### config.mk
export PLATFORM = sky130hd
export DESIGN_NAME = div_sequencer_flat
export DESIGN_NICKNAME = d
export VERILOG_FILES = /design/src/rtl/div_sequencer_if.sv /design/src/rtl/div_sequencer.sv /design/src/flat_wrapper.sv
export SDC_FILE = /design/constraint.sdc
export NUM_CORES = 1
export LEC_CHECK = 0
export CAP_MARGIN = 15
export CORE_ASPECT_RATIO = 0.75
export CORE_MARGIN = 5
export CORE_UTILIZATION = 57
export CTS_CLUSTER_DIAMETER = 80
export DETAILED_ROUTE_END_ITERATION = 8
export PLACE_DENSITY = 0.81
export SYNTH_ARGS = -nofsm -noshare
export SYNTH_HDL_FRONTEND = slang
export SYNTH_SLANG_ARGS = --single-unit
### constraint.sdc
create_clock -name clk -period 4.46 [get_ports clk]
set_input_delay 0.892 -clock clk [delete_from_list [all_inputs] [get_ports clk]]
set_output_delay 0.892 -clock clk [all_outputs]
set_load 0.05 [all_outputs]
### src/rtl/div_sequencer_if.sv
// Handshake bundle between main control and the multi-cycle divider.
interface div_sequencer_if #(
  parameter int WIDTH = 32
);
  logic             start;
  logic             is_signed;
  logic [WIDTH-1:0] dividend;
  logic [WIDTH-1:0] divisor;
  logic             busy;
  logic             stall;
  logic             done;
  logic [WIDTH-1:0] quotient;
  logic [WIDTH-1:0] remainder;
  logic             div_by_zero;

  modport master (
    output start, is_signed, dividend, divisor,
    input  busy, stall, done,
    input  quotient, remainder, div_by_zero
  );

  modport slave (
    input  start, is_signed, dividend, divisor,
    output busy, stall, done,
    output quotient, remainder, div_by_zero
  );
endinterface

### src/rtl/div_sequencer.sv
// Restoring divider, one quotient bit per cycle, signed/unsigned,
// with explicit divide-by-zero reporting and a CPU stall output.
module div_sequencer #(
  parameter int WIDTH = 32
) (
  input logic            clk,
  input logic            rst_n,
  div_sequencer_if.slave bus
);
  localparam int CW = (WIDTH > 1) ? $clog2(WIDTH) : 1;

  typedef enum logic [1:0] {
    IDLE,
    RUN,
    FIX
  } state_t;

  state_t           r_state;
  logic [WIDTH-1:0] r_rem;
  logic [WIDTH-1:0] r_dvd;
  logic [WIDTH-1:0] r_dsr;
  logic [CW-1:0]    r_cnt;
  logic             r_qneg;
  logic             r_rneg;
  logic             r_dbz;
  logic             r_busy;
  logic             r_done;
  logic [WIDTH-1:0] r_quot;
  logic [WIDTH-1:0] r_remo;
  logic             r_dz;

  logic             w_dvd_neg;
  logic             w_dsr_neg;
  logic [WIDTH-1:0] w_dvd_mag;
  logic [WIDTH-1:0] w_dsr_mag;
  logic [WIDTH:0]   w_shift;
  logic [WIDTH:0]   w_trial;
  logic             w_idle;

  assign w_idle    = (r_state == IDLE);
  assign w_dvd_neg = bus.is_signed & bus.dividend[WIDTH-1];
  assign w_dsr_neg = bus.is_signed & bus.divisor[WIDTH-1];
  assign w_dvd_mag = w_dvd_neg ? -bus.dividend : bus.dividend;
  assign w_dsr_mag = w_dsr_neg ? -bus.divisor : bus.divisor;

  // rem < divisor keeps the trial within signed WIDTH+1 range
  assign w_shift = {r_rem, r_dvd[WIDTH-1]};
  assign w_trial = w_shift - {1'b0, r_dsr};

  always_ff @(posedge clk) begin
    if (!rst_n) begin
      r_state <= IDLE;
      r_rem   <= '0;
      r_dvd   <= '0;
      r_dsr   <= '0;
      r_cnt   <= '0;
      r_qneg  <= 1'b0;
      r_rneg  <= 1'b0;
      r_dbz   <= 1'b0;
      r_busy  <= 1'b0;
      r_done  <= 1'b0;
      r_quot  <= '0;
      r_remo  <= '0;
      r_dz    <= 1'b0;
    end else begin
      r_done <= 1'b0;
      unique case (r_state)
        IDLE: begin
          if (bus.start) begin
            r_busy <= 1'b1;
            r_rem  <= '0;
            if (bus.divisor == '0) begin
              r_dvd   <= bus.dividend;
              r_dbz   <= 1'b1;
              r_qneg  <= 1'b0;
              r_rneg  <= 1'b0;
              r_state <= FIX;
            end else begin
              r_dvd   <= w_dvd_mag;
              r_dsr   <= w_dsr_mag;
              r_dbz   <= 1'b0;
              r_qneg  <= w_dvd_neg ^ w_dsr_neg;
              r_rneg  <= w_dvd_neg;
              r_cnt   <= CW'(WIDTH - 1);
              r_state <= RUN;
            end
          end
        end
        RUN: begin
          if (!w_trial[WIDTH]) begin
            r_rem <= w_trial[WIDTH-1:0];
          end else begin
            r_rem <= w_shift[WIDTH-1:0];
          end
          r_dvd <= {r_dvd[WIDTH-2:0], ~w_trial[WIDTH]};
          r_cnt <= r_cnt - 1'b1;
          if (r_cnt == '0) begin
            r_state <= FIX;
          end
        end
        FIX: begin
          if (r_dbz) begin
            r_quot <= '1;
            r_remo <= r_dvd;
            r_dz   <= 1'b1;
          end else begin
            r_quot <= r_qneg ? -r_dvd : r_dvd;
            r_remo <= r_rneg ? -r_rem : r_rem;
            r_dz   <= 1'b0;
          end
          r_done  <= 1'b1;
          r_busy  <= 1'b0;
          r_state <= IDLE;
        end
        default: begin
          r_busy  <= 1'b0;
          r_state <= IDLE;
        end
      endcase
    end
  end

  assign bus.busy        = r_busy;
  assign bus.stall       = r_busy | (bus.start & w_idle);
  assign bus.done        = r_done;
  assign bus.quotient    = r_quot;
  assign bus.remainder   = r_remo;
  assign bus.div_by_zero = r_dz;
endmodule

### src/flat_wrapper.sv
// flat-port wrapper written by rule: the top's interface ports become plain ports
module div_sequencer_flat 
#(
  parameter int WIDTH = 32
)
  (clk, rst_n, bus_start, bus_is_signed, bus_dividend, bus_divisor, bus_busy, bus_stall, bus_done, bus_quotient, bus_remainder, bus_div_by_zero);
  div_sequencer_if #(.WIDTH(WIDTH)) bus_i ();
  input logic clk;
  input logic rst_n;
  input wire logic [$bits(bus_i.start)-1:0] bus_start;
  input wire logic [$bits(bus_i.is_signed)-1:0] bus_is_signed;
  input wire logic [$bits(bus_i.dividend)-1:0] bus_dividend;
  input wire logic [$bits(bus_i.divisor)-1:0] bus_divisor;
  output wire logic [$bits(bus_i.busy)-1:0] bus_busy;
  output wire logic [$bits(bus_i.stall)-1:0] bus_stall;
  output wire logic [$bits(bus_i.done)-1:0] bus_done;
  output wire logic [$bits(bus_i.quotient)-1:0] bus_quotient;
  output wire logic [$bits(bus_i.remainder)-1:0] bus_remainder;
  output wire logic [$bits(bus_i.div_by_zero)-1:0] bus_div_by_zero;
  assign bus_i.start = bus_start;
  assign bus_i.is_signed = bus_is_signed;
  assign bus_i.dividend = bus_dividend;
  assign bus_i.divisor = bus_divisor;
  assign bus_busy = bus_i.busy;
  assign bus_stall = bus_i.stall;
  assign bus_done = bus_i.done;
  assign bus_quotient = bus_i.quotient;
  assign bus_remainder = bus_i.remainder;
  assign bus_div_by_zero = bus_i.div_by_zero;
  div_sequencer #(.WIDTH(WIDTH)) u_core (.clk(clk), .rst_n(rst_n), .bus(bus_i));
endmodule
==> results.sh <==
export IMPL_initial_core_util_pct=58.3
export IMPL_cts_root_buf="clkbuf_16"
export IMPL_numCtsBuffers=17
export IMPL_max_stage_delay_ns=0.51
export IMPL_power_frac_comb_pct=29.1
export IMPL_ys_seq_area_share_pct=30.5
export IMPL_row_count=44
export IMPL_critPathSlowestCell="or4_1"
export IMPL_ir_drop_v=0.000204
export IMPL_drt_iter0_markers=1236
export IMPL_synth_most_common_cell="dfxtp_1"
export IMPL_r2r_slack_ns=0.54
export IMPL_cap_violations=0
export IMPL_syn_inst=1461
export IMPL_syn_num_nets=1568
export IMPL_cp_arrival_ns=4.30
export IMPL_clock_path_buffers=2
export IMPL_internal_power_w=0.00308
export IMPL_path_class="flop to flop"
export IMPL_finalCriticalPeriod_ns=3.92
export IMPL_num_io_pins=136
export IMPL_p_switching_w=0.00166
export IMPL_antenna_found_initial=1
export IMPL_tns_ns=0
export IMPL_wl_per_cell_um=18.2
export IMPL_grt_max_degree=89
export IMPL_portBuffers=135
export IMPL_crit_fanout=19
export IMPL_power_frac_clock_pct=33.0
export IMPL_grt_use_total_pct=27.8
export IMPL_htree_levels=4
export IMPL_syn_area_per_cell_um2=7.78
export IMPL_finalHoldViolCount=0
export IMPL_viasPerCell=6.28
export IMPL_r2r_end="u_core.r_rem[21]"
export IMPL_synth_distinct_cells=70
export IMPL_core_area_mm2=0.0195
export IMPL_die_h_um=132
export IMPL_cts_num_sinks=173
export IMPL_min_path_cells=2
export IMPL_leakagePower_nw=5.10
export IMPL_grt_pass1_wl_um=53300
export IMPL_cts_hold_buf=0
export IMPL_post_cts_buffers=0
export IMPL_period_share_pct=87.9
export IMPL_drtPass1Iterations=6
export IMPL_switching_share_pct=35.1
export IMPL_synth_common_cells="173 x dfxtp_1, 171 x nand2_1, 120 x o21ai_0, 94 x xor2_1, 88 x clkbuf_1"
export IMPL_p_seq_share_pct=37.9
export IMPL_n_antenna_cell=0
export IMPL_holdWs_ns=0.464
export IMPL_worstMarginPinSlew_ns=1.13
export IMPL_reg2reg_depth=14
export IMPL_ys_warn_count=0
export IMPL_fin_worst_skew_ns=0.0114
export IMPL_cp_cell_sequence="inv_1 -> ha_1 -> fa_1 -> nand2b_1 -> a21oi_1 -> o21ai_0 -> o31ai_1 -> o21ai_1 -> o211a_1 -> xor2_1 -> buf_4 -> buf_4 -> or4_1 -> nand3_1"
export IMPL_timing_rr_start="u_core.r_dvd[31]"
export IMPL_drive_gt1_share_pct=5.94
export IMPL_endpoint_kind="flop"
export IMPL_final_antenna_net_count=0
export IMPL_required_ns=4.84
export IMPL_rsz0062_at_grt="false"
export IMPL_grt_pass1_vias=10300
export IMPL_async_reset_ff_share_pct=0
export IMPL_routed_wl_um=32700
export IMPL_clk_pin_slew_ns=0.07
export IMPL_area_growth_pct=18.2
export IMPL_yosysTopAreaCell="dfxtp_1"
export IMPL_hold_path_endpoint="u_core.bus.remainder[15]"
export IMPL_crit_path_start_kind="flop"
export IMPL_status="finished, final reports clean"
export IMPL_die_x_um=173
export IMPL_cp_common_cell="buf_4"
export IMPL_yosysTopAreaCellShare_pct=30.5
export IMPL_fin_total_pwr_w=0.00474
export IMPL_cts_tree="yes"
export IMPL_setup_viol_count_final=0
export IMPL_die_area_mm2=0.0229
export IMPL_gp_congestion=0.867
export IMPL_num_vias=11300
export IMPL_synth_edf_count=0
export IMPL_hold_class="flop to flop"
export IMPL_drc=0
export IMPL_syn_area_mm2=0.0114
export IMPL_maxSlewViolCount=0
export IMPL_clock_fmax_mhz=255
export IMPL_maxSlewHeadroom_pct=24.9
export IMPL_insertion_delay_ns=0.44
export IMPL_ys_seq_elements=173
export IMPL_dp_hpwl_um=23400
export IMPL_synth_main_ff_cell="dfxtp_1"
export IMPL_overflow=0
export IMPL_synth_area_leaders="dfxtp_1 30%, xor2_1 7.2%, nand2_1 5.6%"
export IMPL_holdCritStartpoint="u_core.bus.remainder[15]"
export IMPL_post_cts_resized=0
export IMPL_p_per_area_mw_per_mm2=353
export IMPL_final_nets=1642
## flip-flops by register name, summed over array words and instances (netlist names), 2 cells and up
register	cells
u_core.bus.quotient	32
u_core.bus.remainder	32
u_core.r_dsr	32
u_core.r_dvd	32
u_core.r_rem	32
u_core.r_cnt	5
u_core.r_state	2
## logic make-up (layout without fill, tap and decap cells)
kind of cell / Yosys count / in the layout / share of synthesized area (%)
compound gates: 440 / 440 / 26.1
xor+xnor: 150 / 150 / 11.6
fa+ha+maj: 39 / 39 / 4.36
buf+inv: 163 / 250 / 5.71
flops: 173 / 173 / 30.5
mux: 6 / 6 / 0.528
simple gates: 490 / 490 / 21.2
## worst max-delay path by stage
stage                     start          endpoint  slack [ns]  cells after the start
6_report       u_core.r_dvd[31]  u_core.r_rem[21]        0.54                     14
5_1_grt        u_core.r_dvd[31]   u_core.r_rem[2]        0.28                     14
4_1_cts        u_core.r_dvd[31]  u_core.r_rem[21]        0.62                     14
2_1_floorplan  u_core.r_dvd[31]  u_core.r_rem[10]        1.12                     13
3_3_place_gp     bus_divisor[0]   u_core.r_dsr[7]        0.44                     11
3_5_place_dp     bus_divisor[0]   u_core.r_dsr[2]        0.35                     11
## critical path: cells and delay by family, from the launching register on
kind            cells  cell delay, ns
compound gates      5            1.40
flops               1            0.42
buf+inv             3            0.49
fa+ha+maj           2            0.62
xor+xnor            1            0.14
simple gates        3            0.79
## routing by layer
layer  GRT usage [%]  share of wire, %
met1            39.1                46
met2            43.6                45
met3            5.68               7.7
met4            7.53               1.9
met5               0             0.061
## cell usage in the layout (no fill, tap or decap), drive strengths merged, types with 7 or more instances in the layout
cell	n
dfxtp	173
nand2	171
clkdlybuf4s50	134
o21ai	123
xor2	94
nor2	83
a21oi	80
nand3	71
inv	63
xnor2	56
ha	38
nor3	35
o31ai	34
a22oi	28
o22ai	28
buf	27
clkbuf	20
or4	20
a21boi	19
o211a	19
o41ai	18
nand4	17
nand2b	16
or3	16
and3	15
a211oi	13
o211ai	13
nor2b	12
o21a	9
a31oi	8
nand4b	8
a21o	7
a32oi	7
## area by class of cell
| cell class | count | area (um2) |
|---|---|---|
| inverter | 57 | 214 |
| fill | 1620 | 6050 |
| clock buffer | 20 | 467 |
| clock inverter | 12 | 148 |
| tap | 253 | 317 |
| sequential | 173 | 3460 |
| timing repair buffer | 161 | 1540 |
| multi-input combinational | 1125 | 7290 |
## metrics by stage
step,utilization [%],instance area (um2),worst slack [ns],std cells
detailed placement,65.8,12800,0.352,1769
global route,69.0,13400,0.275,1801
global placement,65.8,12800,0.438,1769
floorplan,-,11400,1.12,1461
finish,69.0,13400,0.540,1801
CTS,69.0,13400,0.615,1801
## power by group through the flow
stage | clock, W | combinational, W | sequential (W)
after CTS | 0.00157 | 0.00136 | 0.00179
after global routing | 0.00164 | 0.00150 | 0.00181
after detailed placement | 0 | 0.00134 | 0.00183
after floorplan | 0 | 0.000916 | 0.00186
final | 0.00157 | 0.00138 | 0.00180
after global placement | 0 | 0.00132 | 0.00182
No activity file was read; power rests on OpenSTA's default activity.
